`src/rtl/alu_share_arbiter.sv`:
```
// Round-robin front end that shares one combinational ALU between two requesters.
// Optional op-code legality check: define ALU_OP_CHECK_EN to flag illegal ALU control codes.
module alu_share_arbiter #(
  parameter int WIDTH = 32,
  parameter int OPW   = 3
) (
  input  logic             clk,
  input  logic             reset_n,
  input  logic             req0_valid,
  output logic             req0_ready,
  input  logic [WIDTH-1:0] req0_a,
  input  logic [WIDTH-1:0] req0_b,
  input  logic [OPW-1:0]   req0_op,
  input  logic             req1_valid,
  output logic             req1_ready,
  input  logic [WIDTH-1:0] req1_a,
  input  logic [WIDTH-1:0] req1_b,
  input  logic [OPW-1:0]   req1_op,
  output logic [WIDTH-1:0] alu_a,
  output logic [WIDTH-1:0] alu_b,
  output logic [OPW-1:0]   alu_ctrl,
  input  logic [WIDTH-1:0] alu_result,
  input  logic             alu_zero,
  output logic             rsp_valid,
  input  logic             rsp_ready,
  output logic [WIDTH-1:0] rsp_data,
  output logic             rsp_zero,
  output logic             rsp_id,
  output logic             rsp_err,
  output logic [1:0]       dbg_state
);

  // Handshakes: a transfer happens on a rising edge where valid && ready are both high.
  // Requesters hold valid and their fields stable until ready; ready never waits on
  // anything but the arbiter state, and the response stays stable until rsp_ready.

  typedef enum logic [1:0] {
    IDLE = 2'd0,
    EXEC = 2'd1,
    RESP = 2'd2
  } state_t;

  state_t           state;
  state_t           state_nxt;
  logic             last_grant;
  logic             grant_id;
  logic             any_valid;
  logic             accept;
  logic [WIDTH-1:0] a_q;
  logic [WIDTH-1:0] b_q;
  logic [OPW-1:0]   op_q;
  logic             id_q;

  // Under contention the requester that did not win last time goes first.
  always_comb begin
    any_valid = req0_valid | req1_valid;
    if (req0_valid && req1_valid) begin
      grant_id = ~last_grant;
    end else begin
      grant_id = ~req0_valid;
    end
    accept     = (state == IDLE) && any_valid;
    req0_ready = accept && !grant_id;
    req1_ready = accept && grant_id;
  end

  always_comb begin
    state_nxt = state;
    case (state)
      IDLE: begin
        if (accept) begin
          state_nxt = EXEC;
        end
      end
      EXEC: begin
        state_nxt = RESP;
      end
      RESP: begin
        if (rsp_ready) begin
          state_nxt = IDLE;
        end
      end
      default: begin
        state_nxt = IDLE;
      end
    endcase
  end

  always_ff @(posedge clk or negedge reset_n) begin
    if (!reset_n) begin
      state      <= IDLE;
      last_grant <= 1'b1;
      a_q        <= '0;
      b_q        <= '0;
      op_q       <= '0;
      id_q       <= 1'b0;
    end else begin
      state <= state_nxt;
      if (accept) begin
        a_q        <= grant_id ? req1_a  : req0_a;
        b_q        <= grant_id ? req1_b  : req0_b;
        op_q       <= grant_id ? req1_op : req0_op;
        id_q       <= grant_id;
        last_grant <= grant_id;
      end
    end
  end

`ifdef ALU_OP_CHECK_EN
  logic op_legal;

  always_comb begin
    op_legal = 1'b0;
    case (op_q)
      OPW'(0), OPW'(1), OPW'(2), OPW'(6), OPW'(7): op_legal = 1'b1;
      default:                                     op_legal = 1'b0;
    endcase
  end

  // An illegal op still walks the full pipeline so latency is identical; only capture is suppressed.
  always_ff @(posedge clk or negedge reset_n) begin
    if (!reset_n) begin
      rsp_data <= '0;
      rsp_zero <= 1'b0;
      rsp_err  <= 1'b0;
    end else if (state == EXEC) begin
      if (op_legal) begin
        rsp_data <= alu_result;
        rsp_zero <= alu_zero;
        rsp_err  <= 1'b0;
      end else begin
        rsp_data <= '0;
        rsp_zero <= 1'b0;
        rsp_err  <= 1'b1;
      end
    end
  end
`else
  always_ff @(posedge clk or negedge reset_n) begin
    if (!reset_n) begin
      rsp_data <= '0;
      rsp_zero <= 1'b0;
    end else if (state == EXEC) begin
      rsp_data <= alu_result;
      rsp_zero <= alu_zero;
    end
  end

  assign rsp_err = 1'b0;
`endif

  // The ALU always sees the latched operands, so its inputs stay quiet outside a grant.
  assign alu_a     = a_q;
  assign alu_b     = b_q;
  assign alu_ctrl  = op_q;
  assign rsp_id    = id_q;
  assign rsp_valid = (state == RESP);
  assign dbg_state = state;

  a_one_grant: assert property (@(posedge clk) disable iff (!reset_n)
    !(req0_ready && req1_ready));

  a_no_accept_busy: assert property (@(posedge clk) disable iff (!reset_n)
    (state != IDLE) |-> !(req0_ready || req1_ready));

  a_rsp_hold: assert property (@(posedge clk) disable iff (!reset_n)
    (rsp_valid && !rsp_ready) |=> (rsp_valid && $stable(rsp_data) && $stable(rsp_zero)
                                   && $stable(rsp_id) && $stable(rsp_err)));

endmodule

```
`config.mk`:
```
export PLATFORM = sky130hd
export DESIGN_NAME = alu_share_arbiter
export DESIGN_NICKNAME = d
export VERILOG_FILES = /design/src/rtl/alu_share_arbiter.sv
export SDC_FILE = /design/constraint.sdc
export NUM_CORES = 1
export LEC_CHECK = 0
export ABC_AREA = 1
export CAP_MARGIN = 20
export CORE_ASPECT_RATIO = 0.8
export CORE_MARGIN = 5
export CORE_UTILIZATION = 28
export CTS_BUF_LIST = sky130_fd_sc_hd__clkbuf_8
export CTS_CLUSTER_DIAMETER = 30
export DETAILED_ROUTE_END_ITERATION = 7
export GPL_TIMING_DRIVEN = 0
export PLACE_DENSITY = 0.68
export SLEW_MARGIN = 10
export SYNTH_ARGS = -nofsm -noshare
export SYNTH_HDL_FRONTEND = slang
export SYNTH_SLANG_ARGS = --single-unit
```
`constraint.sdc`:
```
create_clock -name clk -period 1.3 [get_ports clk]
set_input_delay 0.13 -clock clk [delete_from_list [all_inputs] [get_ports clk]]
set_output_delay 0.13 -clock clk [all_outputs]
set_load 0.02 [all_outputs]
```
==> flow_metrics.tcl <==
set metrics [dict create \
    ios 279 \
    cap_violations 0 \
    crit_slowest_cell "dfstp_2" \
    power.internal_mw 12.72 \
    grt_usage 0.1945 \
    row_count 42 \
    final_nets 1052 \
    pwr-share-clk 0.100 \
    routedWlPerCell_um 19.48 \
    dp_slack_ns -0.9699 \
    clock_skew_ns 0.01125 \
    antenna_cells 0 \
    cp_cell_sequence "inv_2 -> nand2_4 -> nand2_8 -> buf_8 -> buf_8 -> nor2_4 -> buf_6" \
    post-route-period-util 1.296 \
    h-tree-depth 3 \
    finalMaxSlewViolations 0 \
    die_w_um 155.6 \
    cts_tree "yes" \
    powerDensity_mw_per_mm2 2411 \
    crit_type "register to output port" \
    synth_seq_area_share 0.5481 \
    mostFrequentLayoutCells "169 x clkdlybuf4s50_1, 101 x dfrtp_1, 92 x nand3_1" \
    drt_iter0_drc 225 \
    dp_hpwl_mm 14.45 \
    crit_path_end_kind "output port" \
    gp_congestion 0.8280 \
    grt_max_degree 60 \
    fin_total_pwr_mw 22.99 \
    ys_ff_latch 104 \
    period_minus_slack_ns 1.684 \
    die_area_sq_mm 0.01969 \
    p_sw_frac 0.4466 \
    worstSetupStartpoint "last_grant$_DFFE_PN1P_" \
    fin_cells 1104 \
    place_inst 1043 \
    cpMostUsedCell "buf_8" \
    netlist_area_sq_mm 0.004751 \
    final_common_cell "clkdlybuf4s50_1" \
    drc 0 \
    violations "setup timing" \
    cp.arrival_ns 1.55 \
    worstReg2RegStart "dbg_state[0]$_DFFE_PN0P_" \
    required_ns 1.17 \
    hold_viol 0 \
    clk_pin_slew_ns 0.10 \
    irDropWorstVdd_v 0.0009823 \
    synthesis.nets 718 \
    syn_area_per_cell_sq_um 8.701 \
    max_stage_delay_ns 0.54 \
    numCtsBuffers 9 \
    setup_violations 90 \
    drive_gt1_frac 0.3235 \
    ys_warn_count 0 \
    antenna_found_initial 0 \
    grt_pass1_wl_mm 30.42 \
    dieHeight_um 126.5 \
    rsz0062_at_grt "true" \
    p_comb_frac 0.637 \
    grt_pass1_vias 5319 \
    ant_nets 0 \
    start_kind "register" \
    ff2ff_path_depth 8 \
    initial_core_util 0.2861 \
    hold_class "input pin to async pin" \
    viasPerCell 5.002 \
    clock.fmax_mhz 593.8 \
    gr-total-overflow 0 \
    dr.pass1.iters 4 \
    cellLeakagePower_nw 4.506 \
    via_count 5522 \
    p_switching_mw 10.27 \
    outcome "finished, violations left" \
    r2r-end "alu_b[28]$_DFFE_PN0P_" \
    path_max_fanout 4 \
    placement.io_buffers 276 \
    synth.distinct_cells 18 \
    clock_latency_ns 0.37 \
    syn_inst 546 \
    clockBufferDepth 2 \
    power_frac_seq 0.263 \
    final_util 0.5742 \
    fin_ws_ns -0.3842 \
    r2r_slack_ns -0.34 \
    layout-area-overhead-vs-synth_pct 100.7 \
    clock-sinks 104 \
    core_area_sq_mm 0.01661 \
    ctsRootBufferMaster "clkbuf_8" \
    routed_wl_mm 21.50 \
]
==> area by class of cell <==
cell class	count	area (sq um)
Clock buffer	10	137.6
Timing Repair Buffer	324	3287
Fill cell	1487	7071
Multi-Input combinational cell	384	2584
Clock inverter	5	81.33
Buffer	52	540.5
Inverter	5	23.77
Tap cell	220	275.3
Sequential cell	104	2606
==> what timing repair did <==
| action | 4_1_cts | 5_1_grt |
|---|---|---|
| gates resized for setup | 163 | 339 |
| endpoints found under the setup margin | 176 | 117 |
| setup buffers | 11 | 21 |
| gates cloned | 0 | 16 |
| hold buffers | 1 | 0 |
| hold endpoints to repair | 45 | 0 |
| pin swaps | 3 | 42 |
==> power groups by stage <==
stage	Combinational [mW]	Sequential (mW)	Clock, mW
2_1_floorplan	4.02	7.69	0
3_3_place_gp	11.3	5.81	0
3_5_place_dp	11.4	5.82	0
4_1_cts	10.9	5.74	2.40
5_1_grt	15.6	6.27	2.51
6_report	14.6	6.04	2.31
==> registers in the layout, summed over array words and instances (netlist names) <==
register,count
alu_a,32
alu_b,32
rsp_data,32
alu_ctrl,3
dbg_state,2
last_grant,1
rsp_id,1
rsp_zero,1
==> critical path: cells and delay by family (launching register included) <==
| family | cells | cell delay, ns |
|---|---|---|
| buf+inv | 4 | 0.41 |
| flops | 1 | 0.54 |
| simple gates | 3 | 0.23 |
==> logic make-up (layout without fill, tap and decap cells) <==
kind of cell | Yosys count | after routing | share of synthesized area
other cells | 1 | 1 | 0.0007893
flops | 104 | 104 | 0.5481
compound gates | 3 | 3 | 0.003951
simple gates | 379 | 380 | 0.3829
buf+inv | 59 | 396 | 0.06426
==> how the worst max path moves through the flow <==
stage                                           to  slack, ns
after global routing                    req1_ready      -0.45
after CTS                               req0_ready      -0.41
final                                   req0_ready      -0.38
after detailed placement                req0_ready      -0.97
after floorplan                         req0_ready     -0.003
after global placement    dbg_state[1]$_DFFE_PN0P_      -4.58
==> through the flow <==
stage | cell area [sq um] | setup TNS, ns | hold slack [ns]
3_5_place_dp | 7840 | -30.02 | 0.1010
4_1_cts | 8149 | -19.54 | 0.2629
3_3_place_gp | 7811 | -459.84 | 0.4531
6_report | 9535 | -19.25 | 0.2679
5_1_grt | 9535 | -23.68 | 0.2775
2_1_floorplan | 4773 | -0.003187 | -0.1656
==> layer usage <==
layer	share of wire	wire, um	GRT usage
met5	0	0	0
met4	0.018	382	0.04941
met3	0.076	1638	0.05209
met2	0.48	10220	0.3046
met1	0.43	9258	0.2683
==> synth_stat cells <==
cell type / instances / area [sq um]
buf_2: 25 / 125.1
buf_1: 1 / 3.750
clkbuf_1: 17 / 63.81
o21ai_0: 2 / 10.01
buf_6: 3 / 33.78
nand3_1: 167 / 835.8
nand2_1: 138 / 518.0
conb_1: 1 / 3.750
nand4_1: 67 / 419.2
inv_2: 1 / 3.750
nor2_1: 3 / 11.26
dfstp_2: 1 / 26.28
dfrtp_1: 103 / 2577
buf_4: 8 / 60.06
inv_1: 4 / 15.01
nand2_2: 2 / 12.51
o21ai_2: 1 / 8.760
nor2_4: 2 / 22.52
Note: power is estimated with default switching activity, not from simulation.
